`config.mk`:
```
export PLATFORM = sky130hd
export DESIGN_NAME = uart_rx
export DESIGN_NICKNAME = d
export VERILOG_FILES = /design/src/rtl/uart_rx.sv
export SDC_FILE = /design/constraint.sdc
export NUM_CORES = 1
export LEC_CHECK = 0
export BUFFER_PORTS_ARGS = -buffer_cell sky130_fd_sc_hd__buf_2
export CELL_PAD_IN_SITES_DETAIL_PLACEMENT = 1
export CELL_PAD_IN_SITES_GLOBAL_PLACEMENT = 2
export CORE_AREA = 10 10 94 71
export CTS_CLUSTER_DIAMETER = 60
export DETAILED_ROUTE_END_ITERATION = 8
export DIE_AREA = 0 0 104 81
export HOLD_SLACK_MARGIN = 0.05
export PLACE_DENSITY = 0.87
export SLEW_MARGIN = 20
export SYNTH_ARGS = -nofsm -noshare
export SYNTH_HDL_FRONTEND = slang
export SYNTH_SLANG_ARGS = --single-unit
```
`constraint.sdc`:
```
create_clock -name clk -period 2.27 [get_ports clk]
set_input_delay 0.681 -clock clk [delete_from_list [all_inputs] [get_ports clk]]
set_output_delay 0.681 -clock clk [all_outputs]
set_load 0.005 [all_outputs]
```
`src/rtl/uart_rx.sv`:
```
// 8N1 UART receiver: two-flop synchroniser, mid-bit start qualification and
// centre sampling, with a one-entry valid/ready output slot and error pulses.
module uart_rx #(
  parameter int CLKS_PER_BIT = 938
) (
  input  logic       clk,
  input  logic       rst,
  input  logic       rxd,
  output logic [7:0] data,
  output logic       valid,
  input  logic       ready,
  output logic       frame_err,
  output logic       overrun
);
  localparam int HALF = CLKS_PER_BIT / 2 - 1;
  localparam int CW   = $clog2(CLKS_PER_BIT);
  localparam logic [CW-1:0] CNT_HALF = CW'(HALF);
  localparam logic [CW-1:0] CNT_LAST = CW'(CLKS_PER_BIT - 1);

  typedef enum logic [2:0] {IDLE, START, DATA, STOP, BRK} state_t;

  state_t        state;
  logic          sync1, rx_s;
  logic [CW-1:0] cnt;
  logic [2:0]    bit_idx;
  logic [7:0]    shreg;

  always_ff @(posedge clk) begin
    if (rst) begin
      state     <= IDLE;
      sync1     <= 1'b1;
      rx_s      <= 1'b1;
      cnt       <= '0;
      bit_idx   <= '0;
      shreg     <= '0;
      data      <= '0;
      valid     <= 1'b0;
      frame_err <= 1'b0;
      overrun   <= 1'b0;
    end else begin
      sync1     <= rxd;
      rx_s      <= sync1;
      frame_err <= 1'b0;
      overrun   <= 1'b0;
      // A byte loading on the same edge overrides this clear below.
      if (valid && ready) valid <= 1'b0;

      case (state)
        IDLE: begin
          if (!rx_s) begin
            state <= START;
            cnt   <= '0;
          end
        end
        START: begin
          if (cnt == CNT_HALF) begin
            cnt     <= '0;
            bit_idx <= '0;
            state   <= rx_s ? IDLE : DATA;
          end else begin
            cnt <= cnt + CW'(1);
          end
        end
        DATA: begin
          if (cnt == CNT_LAST) begin
            shreg   <= {rx_s, shreg[7:1]};
            cnt     <= '0;
            bit_idx <= bit_idx + 3'd1;
            if (bit_idx == 3'd7) state <= STOP;
          end else begin
            cnt <= cnt + CW'(1);
          end
        end
        STOP: begin
          if (cnt == CNT_LAST) begin
            cnt <= '0;
            if (rx_s) begin
              if (!valid || ready) begin
                data  <= shreg;
                valid <= 1'b1;
              end else begin
                overrun <= 1'b1;
              end
              state <= IDLE;
            end else begin
              frame_err <= 1'b1;
              state     <= BRK;
            end
          end else begin
            cnt <= cnt + CW'(1);
          end
        end
        BRK: begin
          // Hold off start detection until the line has been released.
          if (rx_s) state <= IDLE;
        end
        default: state <= IDLE;
      endcase
    end
  end
endmodule

```
# Word-level counts from Yosys, hierarchy flattened
# Cells that the tools add are included.
dict set report totals {
  register_bits 37
  in_bits 4
  word_cells 65
  out_inout_bits 11
}
dict set report op_classes {
  reduce_logical 14
  n_mux 23
  eq_ne 13
  n_bitwise 3
  n_addsub 2
}
# cell n
set op_table {}
lappend op_table {{two-way mux 10 bit} 3}
lappend op_table {{one-hot mux 10 bit (3 select lines)} 1}
lappend op_table {{two-way mux 3 bit} 9}
lappend op_table {{one-hot mux 3 bit (5 select lines)} 1}
lappend op_table {{!= test 2 bit, second input constant} 6}
lappend op_table {{adder 10 x 1 -> 10 bit, second input constant} 1}
lappend op_table {{equality test 10 bit, second input constant} 1}
lappend op_table {{equality test 10 x 9 -> 1 bit, second input constant} 1}
lappend op_table {{two-way mux 1 bit} 7}
lappend op_table {{equality test 3 x 2 -> 1 bit, second input constant} 2}
lappend op_table {{equality test 3 bit, second input constant} 2}
lappend op_table {{one-hot mux 3 bit (2 select lines)} 1}
lappend op_table {{AND reduction 6 bit} 1}
lappend op_table {{AND reduction 2 bit} 2}
lappend op_table {{AND reduction 4 bit} 1}
lappend op_table {{OR reduction 4 bit} 1}
lappend op_table {{adder 3 x 1 -> 3 bit, second input constant} 1}
lappend op_table {{equality test 3 x 1 -> 1 bit, second input constant} 1}
lappend op_table {{logical NOT 3 bit} 1}
lappend op_table {{inverter 1 bit} 3}
lappend op_table {{AND reduction 3 bit} 1}
lappend op_table {{nonzero test 3 bit} 1}
lappend op_table {{OR reduction 3 bit} 1}
lappend op_table {{two-way mux 2 bit} 1}
lappend op_table {{other kinds (5)} 5}

# Logic depth before layout (Yosys ltp)
# Gate-level depths: netlist of the first run.
dict set report logic_depth {
  ltp_word 6
  depth_mapped 8
  ltp_nobuf 7
}

# Least setup slack after synthesis of the first run
# No wires, ideal clock.
dict set report synth_timing {
  path_type {register -> register}
  start {register cnt[6]}
  end {register data[2]}
  stages_incl_launch_ff 8
  setup_slack_ns 0.444
  synth_period_minus_slack_ns 1.826
  required_ns 2.142
  setup_ns 0.128
  arrival_time_ns 1.699
  path_buffers 2
  path_cell_list {dfxtp_1 > buf_6 > or4b_4 > nor3_4 > and3_1 > buf_6 > mux2i_1 > nor2_1}
}
dict set report synth_via {
  elab_chain_len 2
}
# item line_no
set synth_rtl {}
lappend synth_rtl {{from (decl)} 24} ;# logic [CW-1:0] cnt;
lappend synth_rtl {{from (signal assigned)} 61} ;# cnt <= cnt + CW'(1);
lappend synth_rtl {{from (signal assigned)} 71} ;# cnt <= cnt + CW'(1);
lappend synth_rtl {{from (signal assigned)} 90} ;# cnt <= cnt + CW'(1);
lappend synth_rtl {{equality test 10 bit} 75} ;# if (cnt == CNT_LAST) begin
lappend synth_rtl {{AND reduction 4 bit (no source line)} n/a}
lappend synth_rtl {{to (signal assigned)} 79} ;# data <= shreg;
lappend synth_rtl {{to (decl)} 9} ;# output logic [7:0] data,
# Every way passes these cells.
# A chain may end at the register's enable or synchronous reset.

# Worst setup path after layout of the first run
dict set report layout_timing {
  start {register cnt[1]}
  end {register state[0]}
}
dict set report layout_via {
  elab_chain_len 3
  word_cells_on_any_way 6
  cone_classes {eq/ne (5); reduce/logical (1)}
}
# item line_no
set layout_rtl {}
lappend layout_rtl {{equality test 10 bit or equality test 10 x 9 -> 1 bit (tied branches)} {65, 75, 56}}
lappend layout_rtl {{!= test 2 bit (no source line)} n/a}
lappend layout_rtl {{AND reduction 6 bit (no source line) (*)} n/a}
lappend layout_rtl {{to (signal assigned)} 59} ;# state <= rx_s ? IDLE : DATA;
lappend layout_rtl {{to (decl)} 22} ;# state_t state;
# Mark *: on every way between the ends. The rest lies on a longest branch, timed or not.

==> reports/results.ini, run 1 <==
[global_routing]
grt_pass1_vias=1316
grt_overflow_total=0
antenna_found_initial=0
grt_pass1_wl_um=6790
grt.total_usage=0.0996
grt_start_max_net_pins=32

[floorplan]
rows=22
pin_count=15
die_h_um=81
start_util=0.343
design.die.area_um2=8420
coreArea_um2=5010
die_x_um=104

[setup_path]
path_cells=inv_1, ha_1, nand4_1, nor3_4, o21ai_1, nor2_1, a2111oi_1
crit_fanout=8
end_kind=register
cp_num_buf_inv=1
required_ps=2450
crit_path_start_kind=register
r2r-end=state[0]
cpPeakStageDelay_ps=550
path_delay_family=compound AO/OA/AOI/OAI gates
reg2regPathDepth=7
rrSetupSlack_ps=240
cp_slowest_cell=o21ai_1
arrival_ps=2220
worstSetupPathType=register to register
r2r-start=cnt[1]

[clock_network]
cts_resized=0
clk_pin_slew_worst_paths_ps=70
post-cts-setup-buffers=0
clk_latency_ps=300
cts.sinks=37
cts_tree=done
clockBufferDepth=2
ctsRootBufferMaster=clkbuf_8
postCtsHoldBufs=0
numCtsBuffers=5
htreeDepth=2

[layout]
fill_cells=605
layout-drive-gt1-share=0.190
multi_input_area_um2=893
synthToLayoutAreaGrowth_pct=16.1
diodes=0
nNetsFinal=213
final_cell_area_um2=1990
seq_area_um2=741

[routing]
wl_per_cell_um=14.7
route.met2.wl_um=1640
vias_per_cell=5.10
drt_iter0_drc=45
wirelength_um=4060
ant_nets=0
num_vias=1413
top_layer=met4
met1Wirelength_um=2230
remaining_drc_errors=0
drt_pass1_iterations=4
wl_met3_um=96

[logic_synthesis]
netlist_area_um2=1720
synth_top_area_frac=0.431
post-synth-top-count-cell=dfxtp_1
synth_top_flop_cell=dfxtp_1
synthArstFlopShare=0
syn_inst=187
yosysTopAreaCell=dfxtp_1
yosys_warnings=0
netlist_top_cells_count=dfxtp_1 (37), nor2_1 (26), mux2i_1 (18), a21oi_1 (11), nand2_1 (11)
syn_nets=196
synth_seq_area_share=0.431
ys_seq_elements=37
ys_types=42
ys_top_cells_by_area=dfxtp_1 (43%), mux2i_1 (10%), nor2_1 (5.7%), ha_1 (3.6%), a21oi_1 (3.2%)
avgSynthCellArea_um2=9.18
synth_edf_count=0

[min_path]
min_path_type=register to register
min_from=sync1
holdPathEnd=rx_s
hold_path_depth=1

[place]
postPlaceCellArea_um2=1870
hpwlAfterDp_um=2960
numPortBuffers=14
gp_congestion=0.775

[timing]
setup_violations=0
grt_setup_unrepaired=no
final_hold_viol_count=0
finalCriticalPeriod_ps=2030
finalSetupTns_ps=0
maxSlewViolCount=0
relSlewSlack=0.545
period_share=0.895
worst_pin_slew_ps=679
fmax_ghz=0.492
clock_skew_ps=4.07

[power_and_ir_drop]
ir_worst_vdd_uv=237
power-per-cell-area_nw_per_um2=655
p_leak_nw=0.735

[flow_run]
cap_violations=0

[outcome]
status=finished clean

cells in the final DEF (no fill, tap or decap), types with 6 or more instances in the layout:
| cell type | n |
|---|---|
| dfxtp_1 | 37 |
| nor2_1 | 26 |
| mux2i_1 | 18 |
| buf_2 | 14 |
| nand2_1 | 11 |
| a21oi_1 | 11 |
| buf_4 | 9 |
| nand3_1 | 7 |
| clkbuf_8 | 6 |
area by class of cell:
cell class	instances	area share
flip-flops and latches	37	0.372
well taps	72	0.0452
clock buffers	6	0.0414
repair buffers	23	0.0691
clock inverters	2	0.0188
multi-input cells	134	0.448
inverters	3	0.00565
per-stage QoR:
stage	power [mW]	hold slack (ps)	utilization	setup WS, ps	std cells
final	1.31	424	0.398	239	277
after floorplan	0.704	389	-	444	187
after global routing	1.36	452	0.398	56.6	277
after global placement	0.718	392	0.374	322	269
after detailed placement	0.719	404	0.374	250	269
after CTS	1.32	427	0.398	226	277
state kept, by name, summed over array words and instances (netlist names):
signal	count
valid	1
frame_err	1
sync1	1
shreg	8
bit_idx	3
state	3
overrun	1
rx_s	1
cnt	10
data	8
worst register-to-register path, cell delays in order (launching register included):
cell	delay (ps)
dfxtp_1	370
inv_1	80
ha_1	210
nand4_1	220
nor3_4	80
o21ai_1	550
nor2_1	90
a2111oi_1	320
power by group:
part	switching, mW	total, mW	internal (mW)
Sequential	0.00586	0.658	0.653
Combinational	0.0310	0.0459	0.0150
Clock	0.244	0.601	0.357
Total	0.281	1.31	1.02
layer usage:
layer,up-vias,track usage
li1,699,-
met1,679,0.136
met2,23,0.143
met3,12,0.0237
met4,0,0.0540
met5,-,0
cell families (layout without fill, tap and decap cells):
| group | count (synthesis) | after routing | synth area share |
|---|---|---|---|
| and+or+nand+nor | 80 | 80 | 0.259 |
| DFF | 37 | 37 | 0.431 |
| AOI/OAI and AO/OA | 30 | 30 | 0.114 |
| muxes | 18 | 18 | 0.105 |
| buffers and inverters | 16 | 34 | 0.0481 |
| adders and majority gates | 5 | 5 | 0.0364 |
| xor gates and xnor gates | 1 | 1 | 0.00510 |
worst max path at each step:
| stage | endpoint | slack [ps] | from | cells after the start |
|---|---|---|---|---|
| CTS | state[0] | 230 | cnt[1] | 7 |
| detailed placement | data[6] | 250 | cnt[2] | 6 |
| global route | state[0] | 60 | cnt[1] | 7 |
| floorplan | data[2] | 440 | cnt[6] | 7 |
| finish | state[0] | 240 | cnt[1] | 7 |
| global placement | data[6] | 320 | cnt[2] | 6 |
Note: power is estimated with default switching activity, not from simulation.
==> run 2: changes to the inputs <==
CORE_AREA = 10 10 95 72   (was 10 10 94 71)
CTS_CLUSTER_DIAMETER = default   (was 60)
DIE_AREA = 0 0 105 82   (was 0 0 104 81)
PLACE_DENSITY = 0.85   (was 0.87)
==> run 2 against run 1 <==
  * Fmax rose by 1.2%
  * First-iteration DRC count rose by 22%
  * Clock power barely moved
  * Final area fell by 0.38%
  * Critical path depth fell by 1
  * Critical path type unchanged
  * Clock skew barely moved
  * Non-clock buffer count fell by 1
  * Largest cell class unchanged
==> reports/results.ini, run 2 (same netlist as run 1, synthesis figures left out) <==
[power_and_ir_drop]
power-per-cell-area_nw_per_um2=657  ; was 655 nW/um2
p_total_mw=1.30  ; was 1.31 mW
ir_worst_vdd_uv=293  ; was 237 uV
p_leak_nw=0.729  ; was 0.735 nW

[flow_run]
cap_violations=0  ; unchanged

[routing]
drt_iter0_drc=55  ; was 45
drt_pass1_iterations=4  ; unchanged
wl_per_cell_um=14.6  ; was 14.7 um
num_vias=1402  ; was 1413
met1Wirelength_um=2100  ; was 2230 um
remaining_drc_errors=0  ; unchanged
ant_nets=0  ; unchanged
wirelength_um=4030  ; was 4060 um
wl_met3_um=96  ; unchanged
vias_per_cell=5.08  ; was 5.10
route.met2.wl_um=1750  ; was 1640 um
top_layer=met4  ; unchanged

[floorplan]
pin_count=15  ; unchanged
die_x_um=105  ; was 104 um
rows=22  ; unchanged
design.die.area_um2=8610  ; was 8420 um2
coreArea_um2=5060  ; was 5010 um2
die_h_um=82  ; was 81 um
start_util=0.339  ; was 0.343

[layout]
nNetsFinal=212  ; was 213
largest_reg_flops=10  ; unchanged
diodes=0  ; unchanged
fin_cells=276  ; was 277
top_register=cnt  ; unchanged
final_cell_area_um2=1990  ; about the same
reg_top3=cnt: 10 flops, data: 8 flops, shreg: 8 flops  ; unchanged
synthToLayoutAreaGrowth_pct=15.7  ; was 16.1%
mostFrequentLayoutCells=dfxtp_1 (37), nor2_1 (26), mux2i_1 (18), buf_2 (14)  ; unchanged
final_common_cell=dfxtp_1  ; unchanged
layout-drive-gt1-share=0.186  ; was 0.190

[timing]
fmax_ghz=0.498  ; was 0.492 GHz
relSlewSlack=0.584  ; was 0.545
final_hold_viol_count=0  ; unchanged
finalCriticalPeriod_ps=2010  ; was 2030 ps
setup_violations=0  ; unchanged
grt_setup_unrepaired=no  ; unchanged
worst_pin_slew_ps=619  ; was 679 ps
clock_skew_ps=3.83  ; was 4.07 ps
hold_ws_ps=417  ; was 424 ps
maxSlewViolCount=0  ; unchanged
finalSetupTns_ps=0  ; unchanged
period_share=0.884  ; was 0.895

[setup_path]
crit_path_start_kind=register  ; unchanged
required_ps=2450  ; about the same
r2r-start=cnt[2]  ; was cnt[1]
cp_slowest_cell=or4b_4  ; was o21ai_1
cpPeakStageDelay_ps=610  ; was 550 ps
rrSetupSlack_ps=260  ; was 240 ps
reg2regPathDepth=6  ; was 7
path_cells=or4b_4, nor3_4, and3_1, buf_4, mux2i_1, nor2_1  ; was inv_1, ha_1, nand4_1, nor3_4, o21ai_1, nor2_1, a2111oi_1
worstSetupEndpoint=data[2]  ; was state[0]
r2r-end=data[2]  ; was state[0]
crit_start=cnt[2]  ; was cnt[1]
arrival_ps=2180  ; was 2220 ps
worstSetupPathType=register to register  ; unchanged
crit_fanout=8  ; unchanged
end_kind=register  ; unchanged

[global_routing]
grt_pass1_vias=1415  ; was 1316
antenna_found_initial=0  ; unchanged
grt.total_usage=0.0983  ; was 0.0996
grt_start_max_net_pins=32  ; unchanged
grt_overflow_total=0  ; unchanged
grt_pass1_wl_um=6910  ; was 6790 um

[place]
dp_cells=268  ; was 269
gp_congestion=0.738  ; was 0.775
postPlaceCellArea_um2=1870  ; about the same
hpwlAfterDp_um=2900  ; was 2960 um
numPortBuffers=14  ; unchanged

[clock_network]
post-cts-setup-buffers=0  ; unchanged
ctsRootBufferMaster=clkbuf_8  ; unchanged
clk_latency_ps=290  ; was 300 ps
cts_tree=done  ; unchanged
numCtsBuffers=5  ; unchanged
htreeDepth=2  ; unchanged
cts.sinks=37  ; unchanged
cts_resized=0  ; unchanged
clk_pin_slew_worst_paths_ps=80  ; was 70 ps
clockBufferDepth=2  ; unchanged
postCtsHoldBufs=0  ; unchanged

[min_path]
min_path_type=register to register  ; unchanged
hold_path_depth=1  ; unchanged

[outcome]
status=finished clean  ; unchanged

-- run 2: power by group --
group          leakage (nW)  internal [mW]  total, mW  switching (mW)
sequential            0.299          0.653      0.657         0.00475
clock                0.0574          0.357      0.601           0.243
combinational         0.373         0.0160     0.0469          0.0309
total                 0.729           1.03       1.30           0.279
-- run 2: layer usage --
metal	up-vias	global-route usage
li1	697	-
met4	0	0.0546
met2	13	0.149
met5	-	0
met1	684	0.129
met3	8	0.0203
-- run 2: how the worst min path moves through the flow --
stage | startpoint | to | slack, ps
2_1_floorplan | sync1 | rx_s | 390
3_3_place_gp | sync1 | rx_s | 390
3_5_place_dp | sync1 | rx_s | 400
4_1_cts | sync1 | rx_s | 420
5_1_grt | sync1 | rx_s | 430
6_report | sync1 | rx_s | 420
-- run 2: layout make-up --
cell class / count / area [um2]
clock inverters: 2 / 37.5
well taps: 72 / 90.1
clock buffers: 6 / 82.6
inverters: 3 / 11.3
fillers: 618 / 3080
flip-flops and latches: 37 / 741
multi-input cells: 134 / 893
repair buffers: 22 / 130
-- run 2: worst max-delay path, delay by kind of cell, from the launching register on --
family	cells	cell delay, ps
buf+inv	1	190
mux	1	210
flops	1	390
simple gates	4	1090
-- run 2: stage by stage --
stage	utilization	worst slack [ps]
after detailed placement	0.368	276
after floorplan	-	444
after CTS	0.392	256
after global routing	0.392	89.1
after global placement	0.368	306
final	0.392	264
==> run 3: changes to the inputs <==
REMOVE_ABC_BUFFERS = 1   (was default)
==> run 3 against run 2 <==
  * Worst setup slack better by 39 ps
  * Final cell count up 0.36%
  * Via count fell by 1.4%
  * Critical endpoint is now state[0]
  * Global-route usage rose by 0.090 points
  * Highest routed layer unchanged
  * Largest power group unchanged
==> reports/results.ini, run 3 (same netlist as run 1, synthesis figures left out) <==
[setup_path]
crit_fanout=8  ; unchanged
end_kind=register  ; unchanged
worstSetupPathType=register to register  ; unchanged
required_ps=2450  ; about the same
crit_path_start_kind=register  ; unchanged
arrival_ps=2150  ; was 2180 ps

[timing]
maxSlewViolCount=0  ; unchanged
clock_skew_ps=5.98  ; was 3.83 ps
worst_slack_ps=303  ; was 264 ps
fmax_ghz=0.508  ; was 0.498 GHz
hold_ws_ps=415  ; was 417 ps
setup_violations=0  ; unchanged
period_share=0.866  ; was 0.884
relSlewSlack=0.585  ; was 0.584
worst_pin_slew_ps=619  ; about the same
finalSetupTns_ps=0  ; unchanged
grt_setup_unrepaired=no  ; unchanged
final_hold_viol_count=0  ; unchanged
finalCriticalPeriod_ps=1970  ; was 2010 ps

[layout]
top_register=cnt  ; unchanged
mostFrequentLayoutCells=dfxtp_1 (37), nor2_1 (26), mux2i_1 (18), buf_2 (14)  ; unchanged
layout-drive-gt1-share=0.185  ; was 0.186
largest_reg_flops=10  ; unchanged
final_cell_area_um2=1980  ; was 1990 um2
final_common_cell=dfxtp_1  ; unchanged
nNetsFinal=213  ; was 212
fill_cells=614  ; was 618
diodes=0  ; unchanged
reg_top3=cnt: 10 flops, data: 8 flops, shreg: 8 flops  ; unchanged
synthToLayoutAreaGrowth_pct=15.6  ; was 15.7%

[clock_network]
post-cts-setup-buffers=0  ; unchanged
numCtsBuffers=5  ; unchanged
clk_latency_ps=290  ; about the same
clockBufferDepth=2  ; unchanged
htreeDepth=2  ; unchanged
cts_resized=0  ; unchanged
cts.sinks=37  ; unchanged
postCtsHoldBufs=0  ; unchanged
cts_tree=done  ; unchanged
ctsRootBufferMaster=clkbuf_8  ; unchanged
clk_pin_slew_worst_paths_ps=70  ; was 80 ps

[place]
gp_congestion=0.791  ; was 0.738
numPortBuffers=14  ; unchanged
post-place-ws_ps=333  ; was 276 ps
postPlaceCellArea_um2=1870  ; about the same
hpwlAfterDp_um=2960  ; was 2900 um

[routing]
drt_pass1_iterations=4  ; unchanged
num_vias=1382  ; was 1402
drt_iter0_drc=50  ; was 55
vias_per_cell=4.99  ; was 5.08
wirelength_um=3990  ; was 4030 um
remaining_drc_errors=0  ; unchanged
wl_per_cell_um=14.4  ; was 14.6 um
ant_nets=0  ; unchanged

[flow_run]
cap_violations=0  ; unchanged

[global_routing]
antenna_found_initial=0  ; unchanged
grt_pass1_vias=1393  ; was 1415
grt_overflow_total=0  ; unchanged
grt.total_usage=0.0992  ; was 0.0983
grt_pass1_wl_um=6950  ; was 6910 um
grt_start_max_net_pins=35  ; was 32

[outcome]
status=finished clean  ; unchanged

[floorplan]
coreArea_um2=5060  ; unchanged
die_x_um=105  ; unchanged
start_util=0.339  ; unchanged
rows=22  ; unchanged
design.die.area_um2=8610  ; unchanged
die_h_um=82  ; unchanged
pin_count=15  ; unchanged

[power_and_ir_drop]
ir_worst_vdd_uv=300  ; was 293 uV
p_leak_nw=0.733  ; was 0.729 nW
power-per-cell-area_nw_per_um2=641  ; was 657 nW/um2
p_total_mw=1.27  ; was 1.30 mW

[min_path]
min_path_type=register to register  ; unchanged

[run 3: final timing paths]
check | from | endpoint | slack [ps] | cells past startpoint
max | cnt[1] | state[0] | 300 | 7
min | sync1 | rx_s | 420 | 1
max reg2reg | cnt[1] | state[0] | 300 | 7
min reg2reg | sync1 | rx_s | 420 | 1
[run 3: worst max-delay path, stage by stage (launching register included)]
cell and delay (ps):
dfxtp_1 370, inv_1 80, ha_1 200, nand4_1 230
nor3_4 80, o21ai_1 510, nor2_1 90, a2111oi_1 300
[run 3: power breakdown]
part | switching, mW | internal, mW
Sequential | 0.00614 | 0.653
Clock | 0.238 | 0.330
Combinational | 0.0308 | 0.0150
[run 3: cell type report]
cell class	count	area, um2	area share
Clock inverter	2	38.8	0.0195
Inverter	3	11.3	0.00567
Clock buffer	6	72.6	0.0366
Tap cell	72	90.1	0.0454
Sequential cell	37	741	0.373
Multi-Input combinational cell	134	893	0.450
Timing Repair Buffer	23	138	0.0694
[run 3: layer usage]
layer	track usage	routed length (um)	up-vias
met5	0	0	-
met4	0.0396	48	0
met3	0.0360	189	4
met2	0.131	1530	24
met1	0.141	2220	657
li1	-	-	697
[run 3: stage by stage]
stage                util  std cells
floorplan               -        174
detailed placement  0.370        269
global route        0.392        277
global placement    0.370        269
finish              0.392        277
CTS                 0.392        277
